==> src/rtl/exc_dispatcher.sv <==
// ============================================================================
// Module   : exc_dispatcher
// Brief    : Serialises execute-stage exceptions onto CP0 and turns the CP0 epc
//            answer into stall / flush / PC redirect for fetch.
// Revision : 1.0  initial release
// ============================================================================
`default_nettype none

module exc_dispatcher #(
  parameter int DATA_W = 32,
  parameter int CNT_W  = 16
) (
  input  logic              i_clock,
  input  logic              i_reset,
  input  logic              i_enable,
  input  logic              i_sysReq,
  input  logic              i_bpReq,
  input  logic              i_trReq,
  input  logic [DATA_W-1:0] i_instrPc,
  input  logic              i_cop0Busy,
  output logic [4:0]        o_excCode,
  output logic [DATA_W-1:0] o_excPc,
  input  logic              i_epcValid,
  input  logic [DATA_W-1:0] i_epcValue,
  output logic              o_stall,
  output logic              o_flush,
  output logic              o_redirValid,
  output logic [DATA_W-1:0] o_redirPc,
  output logic              o_droppedPulse,
  output logic [CNT_W-1:0]  o_takenCnt,
  output logic [CNT_W-1:0]  o_droppedCnt
);

  localparam logic [4:0] c_EXC_SYS  = 5'd8;
  localparam logic [4:0] c_EXC_BP   = 5'd9;
  localparam logic [4:0] c_EXC_TR   = 5'd13;
  localparam logic [4:0] c_EXC_NONE = 5'd31;

  typedef enum logic [1:0] {
    S_IDLE    = 2'd0,
    S_PRESENT = 2'd1,
    S_WAIT    = 2'd2
  } state_t;

  state_t            r_state;
  state_t            w_stateNxt;
  logic [4:0]        r_code;
  logic [4:0]        w_codeNxt;
  logic [DATA_W-1:0] r_pc;
  logic [DATA_W-1:0] w_pcNxt;
  logic [CNT_W-1:0]  r_takenCnt;
  logic [CNT_W-1:0]  r_droppedCnt;
  logic              w_takenInc;
  logic              w_droppedInc;
  logic              w_anyReq;
  logic [4:0]        w_reqCode;

  assign w_anyReq = i_sysReq | i_bpReq | i_trReq;

  always_comb begin
    w_reqCode = c_EXC_TR;
    if (i_sysReq)     w_reqCode = c_EXC_SYS;
    else if (i_bpReq) w_reqCode = c_EXC_BP;
  end

  always_comb begin
    w_stateNxt     = r_state;
    w_codeNxt      = r_code;
    w_pcNxt        = r_pc;
    w_takenInc     = 1'b0;
    w_droppedInc   = 1'b0;
    o_excCode      = c_EXC_NONE;
    o_excPc        = '0;
    o_stall        = 1'b0;
    o_flush        = 1'b0;
    o_redirValid   = 1'b0;
    o_redirPc      = '0;
    o_droppedPulse = 1'b0;
    case (r_state)
      S_IDLE: begin
        o_stall = w_anyReq;
        if (i_enable) begin
          // An ERET redirect squashes the (younger) requester, so it is not latched.
          if (i_epcValid) begin
            o_flush      = 1'b1;
            o_redirValid = 1'b1;
            o_redirPc    = i_epcValue;
          end else if (w_anyReq) begin
            w_codeNxt  = w_reqCode;
            w_pcNxt    = i_instrPc;
            w_stateNxt = S_PRESENT;
          end
        end
      end
      S_PRESENT: begin
        o_stall   = 1'b1;
        o_excCode = r_code;
        o_excPc   = r_pc;
        if (i_enable && !i_cop0Busy) w_stateNxt = S_WAIT;
      end
      S_WAIT: begin
        o_stall = 1'b1;
        if (i_enable) begin
          w_stateNxt = S_IDLE;
          if (i_epcValid) begin
            o_flush      = 1'b1;
            o_redirValid = 1'b1;
            o_redirPc    = i_epcValue;
            w_takenInc   = 1'b1;
          end else begin
            o_droppedPulse = 1'b1;
            w_droppedInc   = 1'b1;
          end
        end
      end
      default: w_stateNxt = S_IDLE;
    endcase
  end

  always_ff @(posedge i_clock) begin
    if (!i_reset) begin
      r_state      <= S_IDLE;
      r_code       <= c_EXC_NONE;
      r_pc         <= '0;
      r_takenCnt   <= '0;
      r_droppedCnt <= '0;
    end else if (i_enable) begin
      r_state <= w_stateNxt;
      r_code  <= w_codeNxt;
      r_pc    <= w_pcNxt;
      // Counters saturate rather than wrap.
      if (w_takenInc && (r_takenCnt != {CNT_W{1'b1}}))
        r_takenCnt <= r_takenCnt + CNT_W'(1);
      if (w_droppedInc && (r_droppedCnt != {CNT_W{1'b1}}))
        r_droppedCnt <= r_droppedCnt + CNT_W'(1);
    end
  end

  assign o_takenCnt   = r_takenCnt;
  assign o_droppedCnt = r_droppedCnt;

endmodule

`default_nettype wire
==> config.mk <==
export PLATFORM = sky130hd
export DESIGN_NAME = exc_dispatcher
export DESIGN_NICKNAME = d
export VERILOG_FILES = /design/src/rtl/exc_dispatcher.sv
export SDC_FILE = /design/constraint.sdc
export NUM_CORES = 1
export LEC_CHECK = 0
export BUFFER_PORTS_ARGS = -buffer_cell sky130_fd_sc_hd__buf_2
export CAP_MARGIN = 20
export CORE_MARGIN = 5
export CORE_UTILIZATION = 45
export DETAILED_ROUTE_END_ITERATION = 16
export PLACE_DENSITY = 0.79
export SLEW_MARGIN = 0
export SYNTH_ARGS = -nofsm -noshare
export SYNTH_HDL_FRONTEND = slang
export SYNTH_SLANG_ARGS = --single-unit
==> constraint.sdc <==
create_clock -name i_clock -period 4.23 [get_ports i_clock]
set_clock_uncertainty 0.05 [all_clocks]
set_input_delay 0.846 -clock i_clock [delete_from_list [all_inputs] [get_ports i_clock]]
set_output_delay 0.846 -clock i_clock [all_outputs]
set_load 0.005 [all_outputs]
== Word level (Yosys, flattened, before mapping) ==
Cells that the tools add are included.

* Flip-flop bits (word level): 71
* Input bits: 72
* Output and inout bits: 105
* Word-level logic and storage cells: 47

* Add/subtract/negate cells: 2
* Eq/ne operators: 7
* Multiplexer cells: 19
* Bitwise logic cells: 3
* Reductions and logical operators: 11

{| class="wikitable"
|+ Operators by type and width
! cell !! count
|-
| $mux 32 || 4
|-
| $add 16x1->16 const B || 2
|-
| $ne 16x16->1 const B || 2
|-
| $reduce_and 4->1 || 2
|-
| $mux 1 || 7
|-
| $mux 2 || 3
|-
| $mux 3 || 2
|-
| $ne 2x2->1 const B || 3
|-
| $mux 5 || 1
|-
| $pmux 2 s2 || 1
|-
| $reduce_and 2->1 || 2
|-
| $reduce_or 2->1 || 2
|-
| $logic_and 1x1->1 || 3
|-
| $eq 2x1->1 const B || 1
|-
| $eq 2x2->1 const B || 1
|-
| $logic_not 2->1 || 1
|-
| $or 1x1->1 || 2
|-
| $pmux 1 s2 || 1
|-
| $logic_not 1->1 || 1
|-
| $not 1->1 || 1
|}

== Depth between registers and ports, before layout ==
* Word-level depth: 5
* Gate-level depth with buffers: 7
* Mapped depth without buffers: 6

== Least setup slack after synthesis ==
No wires, ideal clock.

* Path type: input -> output
* Start: in i_epcValid
* End: out o_redirPc[22]
* Arrival time: 1,452 ps
* Required time: 3,334 ps
* Path slack: 1,882 ps
* Cell stages on the path: 3
* Buffers on the path: 1
* Cells stage by stage: o211a_1 > clkbuf_1 > and2_1

* Longest elaborated chain between the ends: 3

{| class="wikitable"
|+ Ends and longest elaborated chain
! what !! line !! text
|-
| start: declaration || 23 || <nowiki>input logic i_epcValid,</nowiki>
|-
| $mux 32 || 84, 105 ||
|-
| $mux 32 || 82 || <nowiki>if (i_enable) begin</nowiki>
|-
| $mux 32 || -- ||
|-
| end: declaration || 28 || <nowiki>output logic [DATA_W-1:0] o_redirPc,</nowiki>
|}

Every way passes these cells.

== Worst setup path after layout ==
* Start: reg r_state[1]
* End: out o_redirPc[31]

* Longest elaborated chain between the ends: 3
* Elaborated cells between the ends (all ways): 4
* Those cells by class: eq/ne (1); mux (1); reduce/logical (2)

{| class="wikitable"
|+ Ends and longest elaborated chain
! what !! line !! text
|-
| start: declaration || 45 || <nowiki>state_t r_state;</nowiki>
|-
| start signal: assignment || 128 || <nowiki>r_state <= w_stateNxt;</nowiki>
|-
| $eq 2x2->1 / $logic_not 2->1 (equally long branches) || 79 || <nowiki>case (r_state)</nowiki>
|-
| $reduce_or 2->1 (no source line) (*) || -- ||
|-
| $mux 32 (*) || -- ||
|}

Every way passes the cells marked *; elsewhere a longest branch is shown, timed or not.

==> out/qor.tcl <==
set qor(wl_per_cell_um) 14.1
set qor(worstRegToRegCells) 6
set qor(r2r_slack_ps) 2030
set qor(fmax_ghz) 0.340
set qor(run_status) {finished clean}
set qor(synth.yosys.seq_area_share_pct) 39.7
set qor(synthFlopType) {dfxtp_1}
set qor(wire_length_of_the_first_global_routing_pass_mm) 16.7
set qor(htree_num_levels) 3
set qor(syn_area_per_cell_um2) 7.83
set qor(final.period_utilization_pct) 69.6
set qor(worst_hold_path.endpoint) {r_code[1]}
set qor(initial_cell_density_of_the_core_pct) 45.5
set qor(route.vias.total) 3741
set qor(cts_tree) {built}
set qor(gp_congestion) 0.792
set qor(insertedDiodeCount) 0
set qor(worstPathBufferInverterCount) 2
set qor(globalRoute.totalOverflow) 0
set qor(critical_path.startpoint) {r_state[1]}
set qor(post-cts-setup-buffers) 0
set qor(post-synth-top-area-cell) {dfxtp_1}
set qor(worst-setup-path-type) {reg2out}
set qor(syn_to_final_growth_pct) 33.6
set qor(floorplan.die_area_um2) 9590
set qor(critical_path_start_type) {flop}
set qor(setup_viol) 0
set qor(number_of_stages_on_the_worst_hold_path) 2
set qor(grt_start_max_net_pins) 63
set qor(final-instance-count-excl-fill) 716
set qor(worst_skew_pair.late_latency_ps) 340
set qor(clock-root-buffer) {clkbuf_8}
set qor(end_kind) {primary output}
set qor(dieHeight_um) 97.9
set qor(ys_types) 50
set qor(maxCapViolations) 0
set qor(layout.cells.most_common_list) {buf_2, nand2_1, dfxtp_1}
set qor(design_area_um2) 4650
set qor(synth_area_leaders) {dfxtp_1, and2_1, nand2_1}
set qor(rsz_0062_raised_after_global_routing) {false}
set qor(cts_sinks) 69
set qor(synthesis.nets) 523
set qor(path_clk_slew_ps) 70
set qor(final_antenna_net_count) 0
set qor(hold_path_startpoint) {r_code[1]}
set qor(row_count) 32
set qor(grt.total_usage_pct) 20.6
set qor(path_depth) 5
set qor(crit-reg2reg-launch) {o_droppedCnt[0]}
set qor(nets) 688
set qor(grt_use_met3_pct) 5.00
set qor(critical_path_s_top_delay_family) {compound AO/OA/AOI/OAI gates}
set qor(vdd_ir_drop_max_mv) 0.215
set qor(worst_slew_pin_slew_ps) 727
set qor(worst_ep_arrival_time_ps) 2050
set qor(slew_headroom_pct) 50.9
set qor(synthCells) 444
set qor(summed_negative_setup_slack_over_all_endpoints_ps) 0
set qor(pre_cts_slack_ps) 1300
set qor(placed_wire_length_estimate_after_detailed_placement_mm) 7.40
set qor(global_route_met2_usage_pct) 37.3
set qor(viasPerCell) 5.22
set qor(place_area_um2) 4400
set qor(post_cts.resized_instances) 0
set qor(most_common_cell_after_layout_fill_and_taps_aside) {buf_2}
set qor(report.final.slew_viol_count) 0
set qor(io_buffers) 175
set qor(power_density_nw_per_um2) 299
set qor(seqCellArea_um2) 1380
set qor(sum_of_routed_wire_length_over_all_layers_mm) 10.1
set qor(cp_max_fo) 34
set qor(worst_path_required_ps) 3330
set qor(ys_ff_latch) 69
set qor(hold_buffers) 0
set qor(cp_max_delay_cell) {o211a_1}
set qor(grt_pass1_vias) 3618
set qor(multiInputGateArea_um2) 1960
set qor(grt_antenna_before_repair) 0
set qor(final.fill_count) 710
set qor(worst_slack_ps) 1290
set qor(synth.cell_area_um2) 3480
set qor(floorplan.die.width_um) 97.9
set qor(drt_iter0_drc) 130
set qor(worstPathCellList) {inv_1, ha_1, o211a_1, and2_1, buf_2}
set qor(ioPinCount) 177
set qor(groute.layer.met1.usage_pct) 23.8
set qor(hold_violations) 0
set qor(busiest_layer) {met2}
set qor(p_leak_nw) 2.13
set qor(drt_pass_1_iters) 4
set qor(number_of_design_rule_violations_left_after_detail_routing) 0
set qor(placed_cells) 697
set qor(asyncSetResetFlopFracSynth_pct) 0
set qor(maximum_clock_path_buffer_count) 2
set qor(ys_warn_count) 0
set qor(min-delay-path-class) {reg2reg}
set qor(synth_top_area_share_pct) 39.7
set qor(synth_edf_count) 0
set qor(tritoncts.num_buffers) 9
set qor(floorplan.core_area_um2) 7650
set qor(critical_path.max_stage_delay_ps) 620
set qor(critical_path.reg2reg.endpoint) {o_droppedCnt[0]}
set qor(min_period_ps) 2940
set qor(final_layout_size_suffix_gt1_share_pct) 33.7
state kept, by name (all words and copies together) (netlist names):
| register | count |
|---|---|
| o_droppedCnt | 16 |
| o_takenCnt | 16 |
| r_code | 3 |
| r_pc | 32 |
| r_state | 2 |
worst min-delay path, delay by kind of cell, from the launching register on:
kind             cells  cell delay [ps]
flip-flops           1              310
AND/OR/NAND/NOR      2               90
per-stage QoR:
step	utilization [%]	hold slack [ps]	power [mW]
after floorplan	-	365	0.780
after global placement	57.5	376	0.852
after detailed placement	57.5	381	0.856
after CTS	60.1	391	1.39
after global routing	60.8	400	1.45
final	60.8	394	1.39
cell families after synthesis:
logic type,after synthesis,share of synthesized area (%)
buf+inv,34,4.24
simple gates,231,35.9
xor+xnor,3,0.756
other cells,1,0.108
compound gates,96,15.9
mux,3,0.863
fa+ha+maj,7,2.52
flops,69,39.7
final cells by class:
cell class                      count  share of cell area [%]
Multi-Input combinational cell    341                    42.3
Sequential cell                    69                    29.7
Timing Repair Buffer              181                    20.5
Tap cell                          102                    2.75
Clock buffer                        9                    2.66
Clock inverter                      7                    1.59
Inverter                            7                   0.565
where the power goes:
part	total, mW	internal, mW	switching (mW)	leakage (nW)
combinational	0.170	0.0798	0.0907	1.47
clock	0.539	0.274	0.265	0.0996
sequential	0.678	0.669	0.00942	0.560
Yosys cell counts, types with 2 or more instances:
master and number:
mux2i_1 3, buf_2 3, and2_1 65, a21oi_1 58, xor2_1 3, or3_1 11
nand3b_1 2, nand2b_1 4, and4_1 2, dfxtp_1 69, o21ai_0 16, o2111ai_1 2
buf_4 3, clkbuf_1 20, nand3_1 11, nand2_1 86, nor2_1 8, and3_1 5
nand4_1 10, o211ai_1 2, or4_1 8, ha_1 7, inv_1 6, o31ai_1 9
o311ai_0 2, nor3_1 5
worst max-delay path by stage:
stage,to,slack [ps]
2_1_floorplan,o_redirPc[22],1880
3_3_place_gp,o_stall,1340
3_5_place_dp,o_redirPc[31],1300
4_1_cts,o_redirPc[31],1250
5_1_grt,o_redirPc[31],1050
6_report,o_redirPc[31],1290
metal layers:
metal / routed length, um / vias up
met4: 129 / 0
met1: 4130 / 1737
met3: 688 / 11
li1: - / 1863
met2: 5150 / 130
met5: 0 / -
(Power assumes the default switching activity.)
